==> config.mk <==
export PLATFORM = sky130hd
export DESIGN_NAME = darkbus_router
export DESIGN_NICKNAME = d
export VERILOG_FILES = /design/src/rtl/darkbus_router.sv
export SDC_FILE = /design/constraint.sdc
export NUM_CORES = 1
export LEC_CHECK = 0
export ABC_AREA = 1
export CORE_ASPECT_RATIO = 0.8
export CORE_UTILIZATION = 43
export CTS_CLUSTER_SIZE = 25
export DETAILED_ROUTE_END_ITERATION = 8
export HOLD_SLACK_MARGIN = 0.06
export PLACE_DENSITY = 0.87
export SKIP_LAST_GASP = 1
export SYNTH_ARGS = -nofsm -noshare
export SYNTH_HDL_FRONTEND = slang
export SYNTH_SLANG_ARGS = --single-unit
==> constraint.sdc <==
create_clock -name CLK -period 6.9 [get_ports CLK]
set_input_delay 1.38 -clock CLK [delete_from_list [all_inputs] [get_ports CLK]]
set_output_delay 1.38 -clock CLK [all_outputs]
set_load 0.005 [all_outputs]
==> src/rtl/darkbus_router.sv <==
// darkbus_router: one provider to NSLV consumers, address-decoded.
// Single outstanding request, registered completion and timeout.
module darkbus_router #(
  parameter int NSLV = 4,
  parameter int DW   = 32,
  parameter int AW   = 32,
  parameter int SELW = 4,
  parameter int TMO  = 255
) (
  input  logic              CLK,
  input  logic              RES,
  input  logic              M_EN,
  input  logic              M_RW,
  input  logic [DW/8-1:0]   M_BE,
  input  logic [AW-1:0]     M_ADDR,
  input  logic [DW-1:0]     M_WDATA,
  output logic [DW-1:0]     M_RDATA,
  output logic              M_VALID,
  output logic              M_ERR,
  output logic [NSLV-1:0]   S_EN,
  output logic              S_RW,
  output logic [DW/8-1:0]   S_BE,
  output logic [AW-1:0]     S_ADDR,
  output logic [DW-1:0]     S_WDATA,
  input  logic [NSLV*DW-1:0] S_RDATA,
  input  logic [NSLV-1:0]   S_VALID
);

  localparam int CW = (TMO > 0) ? $clog2(TMO + 1) : 1;
  localparam int NP = 2 ** SELW;

  localparam logic [1:0] IDLE = 2'd0;
  localparam logic [1:0] BUSY = 2'd1;
  localparam logic [1:0] RESP = 2'd2;

  logic [1:0]      r_state;
  logic [SELW-1:0] r_sel;
  logic [CW-1:0]   r_cnt;
  logic [NSLV-1:0] r_sen;
  logic            r_rw;
  logic [DW/8-1:0] r_be;
  logic [AW-1:0]   r_addr;
  logic [DW-1:0]   r_wdata;
  logic [DW-1:0]   r_rdata;
  logic            r_valid;
  logic            r_err;

  logic [SELW-1:0] w_sel;
  logic            w_map;
  logic [NSLV-1:0] w_onehot;
  logic [NP-1:0]   w_svp;
  logic            w_hit;
  logic [DW-1:0]   w_rd;
  logic            w_tmo;

  assign w_sel = M_ADDR[AW-1 -: SELW];
  assign w_map = 32'(w_sel) < NSLV;
  assign w_hit = w_svp[r_sel];
  assign w_tmo = (TMO != 0) && (r_cnt == CW'(TMO - 1));

  // Decode request port and mux the selected consumer's response.
  always_comb begin
    w_onehot = '0;
    w_svp    = '0;
    w_rd     = '0;
    for (int i = 0; i < NSLV; i++) begin
      w_onehot[i] = (w_sel == SELW'(i));
      w_svp[i]    = S_VALID[i];
      if (r_sel == SELW'(i))
        w_rd = S_RDATA[i*DW +: DW];
    end
  end

  // Transaction FSM: latch request, wait for consumer or timeout, pulse.
  always_ff @(posedge CLK or posedge RES) begin
    if (RES) begin
      r_state <= IDLE;
      r_sel   <= '0;
      r_cnt   <= '0;
      r_sen   <= '0;
      r_rw    <= 1'b0;
      r_be    <= '0;
      r_addr  <= '0;
      r_wdata <= '0;
      r_rdata <= '0;
      r_valid <= 1'b0;
      r_err   <= 1'b0;
    end else begin
      r_valid <= 1'b0;
      r_err   <= 1'b0;
      case (r_state)
        IDLE: begin
          if (M_EN) begin
            r_rw    <= M_RW;
            r_be    <= M_BE;
            r_addr  <= M_ADDR;
            r_wdata <= M_WDATA;
            r_sel   <= w_sel;
            r_cnt   <= '0;
            if (w_map) begin
              r_sen   <= w_onehot;
              r_state <= BUSY;
            end else begin
              r_rdata <= '0;
              r_valid <= 1'b1;
              r_err   <= 1'b1;
              r_state <= RESP;
            end
          end
        end
        BUSY: begin
          if (w_hit) begin
            r_sen   <= '0;
            r_rdata <= r_rw ? '0 : w_rd;
            r_valid <= 1'b1;
            r_state <= RESP;
          end else if (w_tmo) begin
            r_sen   <= '0;
            r_rdata <= '0;
            r_valid <= 1'b1;
            r_err   <= 1'b1;
            r_state <= RESP;
          end else if (TMO != 0) begin
            r_cnt <= r_cnt + CW'(1);
          end
        end
        RESP:    r_state <= IDLE;
        default: r_state <= IDLE;
      endcase
    end
  end

  assign M_RDATA = r_rdata;
  assign M_VALID = r_valid;
  assign M_ERR   = r_err;
  assign S_EN    = r_sen;
  assign S_RW    = r_rw;
  assign S_BE    = r_be;
  assign S_ADDR  = r_addr;
  assign S_WDATA = r_wdata;

endmodule

==> results of run 1 <==
## power groups by stage
stage	sequential, mW	combinational (mW)	clock (mW)
finish	1.09	1.56	0.909
global route	1.12	1.71	0.957
CTS	1.09	1.56	0.921
detailed placement	1.09	1.56	0
global placement	1.09	1.52	0
floorplan	1.09	0.753	0
## per-stage QoR
step                      hold WS [ps]  power, mW  cell area [µm²]
after floorplan                    465       1.84             5850
after global placement             453       2.61             9010
after detailed placement           458       2.65             9010
after CTS                          472       3.58             9620
after global routing               496       3.79             9620
final                              469       3.56             9620
## flip-flops by register name, summed over array words and instances, names as in the netlist
signal / flops
M_VALID: 1
M_ERR: 1
r_sel: 4
r_state: 2
S_RW: 1
S_EN: 4
S_ADDR: 28
S_BE: 4
S_WDATA: 32
M_RDATA: 32
r_cnt: 8
## worst paths after layout
check	slack, ps	to
worst max-delay path	3360	r_cnt[2]
worst min-delay path	470	S_WDATA[28]
worst max register to register	3850	M_RDATA[16]
worst min register to register	470	S_WDATA[28]
max in group asynchronous	4210	S_ADDR[19]
min in group asynchronous	1440	S_WDATA[11]
## Yosys cell counts (all sizes together)
cell    instances  area (µm²)
nor3            5        25.0
clkbuf         14        53.8
nor2           55         229
dfrtp         117        2930
a21oi           2        10.0
nand4           4        25.0
o21ai          40         200
inv            32         120
xor2            4        35.0
nand3         131         671
xnor2           1        8.76
nand2         361        1360
ha              2        25.0
buf            32         160
clkinv          1        3.75
## layer usage
layer,wire length (µm),part of all wire
met5,0,0
met4,399,0.020
met3,1880,0.095
met2,10000,0.51
met1,7500,0.38
## cell families after synthesis
family,share of synthesized area
DFF,0.500
buffers and inverters,0.0577
and+or+nand+nor,0.394
adders and majority gates,0.00428
AOI/OAI and AO/OA,0.0359
xor gates and xnor gates,0.00748
## critical path: stages
cell and delay [ps]:
clkdlybuf4s50_1 450, inv_1 60, nor2_4 90, buf_4 560
inv_2 670, nand2_2 400, nand2_1 80, o21ai_0 90
## cell type report
cell class | count | area (µm²)
Fill cell | 998 | 3430
Timing Repair Buffer | 315 | 3140
Sequential cell | 117 | 2930
Multi-Input combinational cell | 605 | 2590
Clock buffer | 19 | 443
Tap cell | 175 | 219
Clock inverter | 13 | 171
Inverter | 33 | 126
## placed cells by master, fill, tap and decap left out
cell,synthesis,routed
inv_6,0,3
nand2_2,1,1
buf_4,3,5
clkdlybuf4s50_1,0,310
bufinv_16,0,3
inv_1,26,25
o21ai_1,15,15
clkbuf_1,13,1
clkinv_2,0,1
dfrtp_1,117,117
clkinv_1,1,1
clkbuf_16,0,17
a21oi_1,2,2
clkinvlp_4,0,2
inv_2,6,6
nand3_2,3,3
nand2_1,360,360
nand4_1,4,4
clkinv_4,0,4
o21ai_0,25,25
xnor2_1,1,1
inv_4,0,1
nor2_4,2,3
nor2_1,50,49
nand3_1,128,128
nor3_1,5,5
nor2_2,3,3
clkbuf_8,0,1
ha_1,2,2
xor2_1,4,4
==> run_results.csv, run 1 <==
group,metric,value,unit
pwr,peakVddDrop,253,µV
worst_hold_path,hold_path_startpoint,"S_WDATA[28]",
floorplan,core_area,13100,µm²
placement,routabilityCongestion,0.897,
pwr,combPwrFrac,0.437,
drt,wl_per_cell,15.5,µm
global_routing,grt_pass1_vias,6399,
outcome,status,"complete, no violations",
timing,slew_headroom,0.172,
worst_hold_path,whs_path_depth,2,
clock_tree,cts-buffers-inserted,17,
setup_path,cp_data_arrival_time,3850,ps
drt,vias,6395,
logic_synthesis,syn_area,5850,µm²
clock_tree,clock-sinks,117,
logic_synthesis,yosysWarnings,0,
global_routing,grt_pass1_wl,31.5,mm
pwr,switching_share,0.369,
drt,drcViolationCount,0,
timing,period_share,0.513,
drt,viasPerCell,5.01,
finish,postLayoutCoreUtil,0.737,
global_routing,grt_overflow,0,
floorplan,die_h,106,µm
clock_tree,path_clk_slew,60,ps
setup_path,r2r_start,"r_sel[2]",
finish,stdcell_count,1277,
placement,dp_hpwl,14.0,mm
pwr,powerDensity,370,nW/µm²
clock_tree,cts_tree,"yes",
global_routing,antenna_found_initial,0,
timing,max_freq,282,MHz
floorplan,start_util,0.448,
clock_tree,cts.hold.buffers_added,0,
timing,min_period,3540,ps
setup_path,worst-setup-path-type,"input port to register",
pwr,p_sw,1.31,mW
clock_tree,cts_root_buffer,"clkbuf_16",
timing,setup_tns,0,ps
placement,dpl.cell_count,1245,
finish,drive_gt1_frac,0.0481,
drt,wirelength,19.8,mm
timing,hold_viol,0,
timing,setup_ws,3360,ps
global_routing,met1_usage,0.322,
setup_path,crit_start,"M_EN",
drt,first_pass_iters,6,
finish,nets,1295,
logic_synthesis,seq_area_frac_synth,0.500,
placement,portBuffers,310,
drt,ant_nets,0,
timing,worst_slew_pin_slew,1240,ps
setup_path,cp.required,7210,ps
logic_synthesis,syn_area_per_cell,7.31,µm²
setup_path,critPathCaptureType,"register",
placement,pre_cts_slack,2970,ps
setup_path,crit_fanout,74,
pwr,power_leakage,4.70,nW
clock_tree,cts_resized,0,
finish,area_delta_synth_final,64.4,%
flow_run,maxCapViolCount,0,
floorplan,die_w,132,µm
global_routing,grt_use_met3,0.101,
pwr,p_int,2.25,mW
pwr,p_seq_frac,0.307,
clock_tree,post_cts_buffers,0,
floorplan,rows,37,
clock_tree,clk_latency,410,ps
clock_tree,h-tree-depth,4,
worst_hold_path,hold_class,"register to register",
floorplan,die_area,14100,µm²
timing,maxSlewViolCount,0,
floorplan,io_pins,311,
global_routing,busiest_layer,"met2",
drt,first_iter_violations,438,
setup_path,reg2reg_depth,6,
logic_synthesis,synth-seq-cells,117,
pwr,pwr-share-clk,0.255,
global_routing,grt_use_met2,0.509,
setup_path,critPathLaunchType,"input port",
timing,skew,9.85,ps
timing,setup_viol,0,
clock_tree,clock_path_buffers,2,
logic_synthesis,syn_inst,801,
global_routing,grt_max_degree,75,
logic_synthesis,syn_nets,1007,
finish,antenna_cells,0,
global_routing,track_usage,0.287,
timing,rsz0062_at_grt,"no",
logic_synthesis,synthDistinctLibCells,24,
Note: power is estimated with default switching activity, not from simulation.
==> run 2: changes to the inputs <==
--- a/config.mk
+++ b/config.mk
@@ -7,11 +7,11 @@
 export LEC_CHECK = 0
 export ABC_AREA = 1
 export CORE_ASPECT_RATIO = 0.8
-export CORE_UTILIZATION = 43
+export CORE_UTILIZATION = 40
 export CTS_CLUSTER_SIZE = 25
 export DETAILED_ROUTE_END_ITERATION = 8
 export HOLD_SLACK_MARGIN = 0.06
-export PLACE_DENSITY = 0.87
+export PLACE_DENSITY = 0.82
 export SKIP_LAST_GASP = 1
 export SYNTH_ARGS = -nofsm -noshare
 export SYNTH_HDL_FRONTEND = slang
==> constraint.sdc (replaced) <==
create_clock -name CLK -period 3.7 [get_ports CLK]
set_input_delay 0.74 -clock CLK [delete_from_list [all_inputs] [get_ports CLK]]
set_output_delay 0.74 -clock CLK [all_outputs]
set_load 0.005 [all_outputs]
==> run_results.csv, run 2 (synthesis results as in run 1) <==
group,metric,value,unit
timing,hold_viol,0,
finish,layout_commonest_cell,"nand2_1",
global_routing,grt_use_met3,0.101,
global_routing,antenna_found_initial,0,
timing,whs,467,ps
setup_path,crit_fanout,6,
floorplan,die_w,137,µm
setup_path,cp_top_family,"buffers and inverters",
outcome,status,"complete, no violations",
global_routing,grt_use_met2,0.440,
clock_tree,cts_resized,0,
global_routing,met1_usage,0.309,
placement,dpl.cell_count,1259,
finish,area_delta_synth_final,65.6,%
floorplan,start_util,0.409,
clock_tree,cts-buffers-inserted,17,
setup_path,cp_data_arrival_time,1490,ps
pwr,p_seq_frac,0.304,
finish,drive_gt1_frac,0.0524,
pwr,powerDensity,688,nW/µm²
clock_tree,clk_latency,420,ps
timing,period_share,0.601,
pwr,p_int,4.19,mW
pwr,switching_share,0.372,
pwr,peakVddDrop,493,µV
floorplan,io_pins,311,
setup_path,reg2reg_setup_slack,1490,ps
finish,design_area,9690,µm²
setup_path,critPathCaptureType,"output pin",
global_routing,grt_overflow,0,
timing,setup_viol,0,
drt,first_pass_iters,5,
floorplan,die_area,15100,µm²
clock_tree,clock-sinks,117,
placement,dp_hpwl,14.3,mm
placement,place_area,9080,µm²
clock_tree,cts_tree,"yes",
finish,nets,1300,
setup_path,worst-setup-path-type,"register to output pin",
finish,antenna_cells,0,
setup_path,timing.rr.end,"M_RDATA[23]",
setup_path,crit_start,"r_sel[0]",
timing,setup_ws,1470,ps
worst_hold_path,hold_class,"register to register",
timing,skew,11.8,ps
pwr,power_leakage,4.72,nW
setup_path,r2r_start,"r_sel[0]",
drt,viasPerCell,4.92,
drt,drcViolationCount,0,
timing,worst_slew_pin_slew,1010,ps
pwr,finalPower,6.67,mW
drt,wl_per_cell,15.5,µm
setup_path,cp_slowest_cell,"clkdlybuf4s50_1",
global_routing,track_usage,0.265,
clock_tree,post_cts_buffers,0,
finish,postLayoutCoreUtil,0.678,
setup_path,cpPeakStageDelay,600,ps
timing,min_period,2230,ps
flow_run,maxCapViolCount,0,
drt,wirelength,20.1,mm
finish,mostFrequentLayoutCells,"nand2_1, clkdlybuf4s50_1, nand3_1",
setup_path,critPathLaunchType,"register",
floorplan,rows,39,
floorplan,die_h,110,µm
drt,vias,6349,
drt,ant_nets,0,
worst_hold_path,min_to,"S_WDATA[31]",
pwr,pwr-share-clk,0.253,
placement,pre_cts_slack,1220,ps
timing,slew_headroom,0.327,
timing,setup_tns,0,ps
clock_tree,h-tree-depth,4,
global_routing,busiest_layer,"met2",
pwr,combPwrFrac,0.443,
global_routing,grt_max_degree,65,
pwr,p_sw,2.48,mW
placement,routabilityCongestion,0.889,
clock_tree,cts.hold.buffers_added,0,
clock_tree,clock_path_buffers,2,
worst_hold_path,hold_path_startpoint,"S_WDATA[31]",
setup_path,critPathBufInv,1,
global_routing,grt_pass1_wl,30.1,mm
setup_path,cp.required,2960,ps
timing,max_freq,449,MHz
floorplan,core_area,14300,µm²
timing,maxSlewViolCount,0,
setup_path,reg2reg_depth,9,
worst_hold_path,whs_path_depth,2,
timing,rsz0062_at_grt,"no",
setup_path,worstPathCellList,"clkdlybuf4s50_1",
drt,first_iter_violations,353,
global_routing,grt_pass1_vias,5919,
clock_tree,cts_root_buffer,"clkbuf_16",
placement,portBuffers,310,
finish,stdcell_count,1291,
clock_tree,path_clk_slew,60,ps
-- run 2: changes by cell type in the layout (fill, tap and decap cells not counted) --
cell / delta
buf_4: +3
buf_12: +2
clkbuf_8: -1
clkinv_2: +1
clkinvlp_4: +1
inv_4: -1
-- run 2: cell type report --
type / instances / area [µm²]
clock buffer: 18 / 429
clock inverter: 14 / 176
fill: 1187 / 4610
inverter: 33 / 128
multi-input combinational: 605 / 2590
sequential: 117 / 2930
tap: 184 / 230
timing repair buffer: 320 / 3200
-- run 2: per-layer routing --
metal	wire length, µm	vias to the layer above	part of all wire
met3	2060	40	0.10
met4	583	0	0.029
met5	0	-	0
met1	7760	2923	0.39
li1	-	3121	-
met2	9650	265	0.48
-- run 2: worst max-delay path by stage --
stage | endpoint | slack [ps] | depth (start not counted)
global placement | S_WDATA[27] | 1200 | 6
CTS | S_ADDR[28] | 1450 | 1
detailed placement | M_RDATA[8] | 1220 | 9
global route | M_RDATA[20] | 1220 | 9
floorplan | M_ERR | 1530 | 1
finish | S_ADDR[28] | 1470 | 1
-- run 2: power groups by stage --
stage	registers, mW	clock network [mW]	logic [mW]
2_1_floorplan	2.03	0	1.40
3_3_place_gp	2.02	0	2.92
3_5_place_dp	2.03	0	2.97
4_1_cts	2.03	1.71	2.99
5_1_grt	2.09	1.78	3.27
6_report	2.02	1.69	2.96
==> run 3: changes to the inputs <==
--- a/config.mk
+++ b/config.mk
@@ -7,11 +7,11 @@
 export LEC_CHECK = 0
 export ABC_AREA = 1
 export CORE_ASPECT_RATIO = 0.8
-export CORE_UTILIZATION = 40
+export CORE_UTILIZATION = 36
 export CTS_CLUSTER_SIZE = 25
 export DETAILED_ROUTE_END_ITERATION = 8
 export HOLD_SLACK_MARGIN = 0.06
-export PLACE_DENSITY = 0.82
+export PLACE_DENSITY = 0.78
 export SKIP_LAST_GASP = 1
 export SYNTH_ARGS = -nofsm -noshare
 export SYNTH_HDL_FRONTEND = slang
==> constraint.sdc (replaced) <==
create_clock -name CLK -period 1.86 [get_ports CLK]
set_input_delay 0.372 -clock CLK [delete_from_list [all_inputs] [get_ports CLK]]
set_output_delay 0.372 -clock CLK [all_outputs]
set_load 0.005 [all_outputs]
==> run_results.csv, run 3 (synthesis results as in run 1) <==
group,metric,value,unit
setup_path,path_depth,1,
floorplan,die_w,145,µm
setup_path,crit_fanout,3,
pwr,powerDensity,1360,nW/µm²
global_routing,track_usage,0.237,
finish,ff_latch_area,2930,µm²
global_routing,grt_max_degree,65,
drt,vias,6350,
global_routing,antenna_found_initial,0,
floorplan,start_util,0.369,
clock_tree,cts_root_buffer,"clkbuf_16",
finish,fillCellCount,1335,
setup_path,critPathLaunchType,"register",
timing,rsz0062_at_grt,"no",
pwr,pwr-share-clk,0.241,
drt,wl_per_cell,14.9,µm
drt,viasPerCell,4.75,
clock_tree,path_clk_slew,50,ps
placement,routabilityCongestion,0.893,
setup_path,critPathBufInv,1,
floorplan,die_h,116,µm
setup_path,reg2reg_setup_slack,230,ps
timing,hold_viol,0,
worst_hold_path,hold_class,"input port to async pin",
pwr,switching_share,0.366,
finish,nets,1314,
setup_path,reg2reg_depth,8,
floorplan,io_pins,311,
placement,portBuffers,310,
pwr,p_int,8.58,mW
clock_tree,cts_tree,"yes",
drt,ant_nets,0,
placement,dp_hpwl,14.3,mm
setup_path,cp_top_family,"buffers and inverters",
pwr,power_leakage,4.83,nW
setup_path,cpPeakStageDelay,560,ps
pwr,p_sw,4.95,mW
setup_path,worstPathCellList,"clkdlybuf4s50_1",
drt,first_iter_violations,279,
timing,max_freq,559,MHz
setup_path,worst-setup-path-type,"register to output pin",
floorplan,die_area,16800,µm²
setup_path,cp_data_arrival_time,1420,ps
finish,antenna_cells,0,
clock_tree,cts-buffers-inserted,17,
setup_path,cp.required,1490,ps
floorplan,rows,41,
clock_tree,clock_path_buffers,2,
timing,slew_headroom,0.771,
floorplan,core_area,15900,µm²
pwr,finalPower,13.5,mW
drt,drcViolationCount,0,
setup_path,cp_slowest_cell,"clkdlybuf4s50_1",
global_routing,grt_pass1_vias,6021,
finish,drive_gt1_frac,0.0660,
timing,maxSlewViolCount,0,
finish,multi_input_area,2600,µm²
flow_run,maxCapViolCount,0,
drt,first_pass_iters,5,
clock_tree,cts.hold.buffers_added,0,
global_routing,grt_pass1_wl,30.2,mm
clock_tree,clock-sinks,117,
clock_tree,clk_latency,410,ps
timing,setup_viol,0,
pwr,p_seq_frac,0.297,
drt,wirelength,19.9,mm
setup_path,critPathCaptureType,"output pin",
timing,worst_slew_pin_slew,343,ps
pwr,peakVddDrop,967,µV
clock_tree,h-tree-depth,4,
finish,area_delta_synth_final,70.3,%
timing,skew,5.64,ps
timing,setup_tns,0,ps
pwr,combPwrFrac,0.462,
timing,period_share,0.961,
outcome,status,"complete, no violations",
timing,min_period,1790,ps
finish,layout_commonest_cell,"nand2_1",
finish,mostFrequentLayoutCells,"nand2_1, clkdlybuf4s50_1, nand3_1",
global_routing,grt_overflow,0,
run 3: cell types whose count changed in the layout (fill, tap and decap cells not counted):
cell and delta:
dfrtp_1 -2, inv_6 +1, nand3_2 -1, buf_4 +3, clkinvlp_4 -1, clkbuf_8 +1, buf_12 +11, nand3_4 +1
bufinv_16 -1, dfrtp_2 +2
run 3: metal layers:
layer / GRT usage / share of wire / wire, µm
met1: 0.270 / 0.40 / 7990
met2: 0.404 / 0.47 / 9350
met3: 0.0942 / 0.10 / 2070
met4: 0.0828 / 0.025 / 495
met5: 0 / 0 / 0
run 3: area by class of cell:
| class | instances | share of cell area |
|---|---|---|
| well taps | 215 | 0.0270 |
| clock inverters | 13 | 0.0148 |
| inverters | 33 | 0.0128 |
| clock buffers | 19 | 0.0445 |
| flip-flops and latches | 117 | 0.294 |
| multi-input cells | 605 | 0.261 |
| repair buffers | 334 | 0.346 |
run 3: repair_timing:
action                                  4_1_cts  5_1_grt
hold endpoints to repair                      0        0
cloned                                        0        0
pin swaps                                     0        0
gates resized for setup                       2        1
buffers inserted                              0        2
endpoints found under the setup margin        2        2
run 3: final timing paths:
path / start / to
hold / removal: RES / S_ADDR[3]
hold reg to reg: S_WDATA[3] / S_WDATA[3]
setup reg to reg: r_sel[2] / M_RDATA[16]
min in group CLK: S_WDATA[3] / S_WDATA[3]
setup / recovery: S_RW / S_RW
max in group asynchronous: RES / r_sel[0]
run 3: worst min-delay path, cell delays in order:
cell and delay [ps]:
clkdlybuf4s50_1 440, clkinvlp_4 120, buf_12 270
run 3: power groups by stage:
| stage | logic [mW] | clock network (mW) | registers [mW] |
|---|---|---|---|
| 6_report | 6.25 | 3.26 | 4.02 |
| 5_1_grt | 6.92 | 3.44 | 4.13 |
| 4_1_cts | 6.27 | 3.31 | 4.03 |
| 3_5_place_dp | 6.24 | 0 | 4.03 |
| 3_3_place_gp | 6.14 | 0 | 4.01 |
| 2_1_floorplan | 2.79 | 0 | 4.05 |
run 3: through the flow:
step | instance area [µm²] | worst slack [ps] | instances | util | hold WS, ps
after floorplan | 5860 | 60.6 | 801 | - | 465
after global placement | 9350 | 110 | 1302 | 0.590 | 453
after detailed placement | 9350 | 75.6 | 1302 | 0.590 | 457
after CTS | 9940 | 28.8 | 1334 | 0.627 | 426
after global routing | 9960 | 11.2 | 1336 | 0.629 | 450
final | 9960 | 71.9 | 1336 | 0.629 | 407
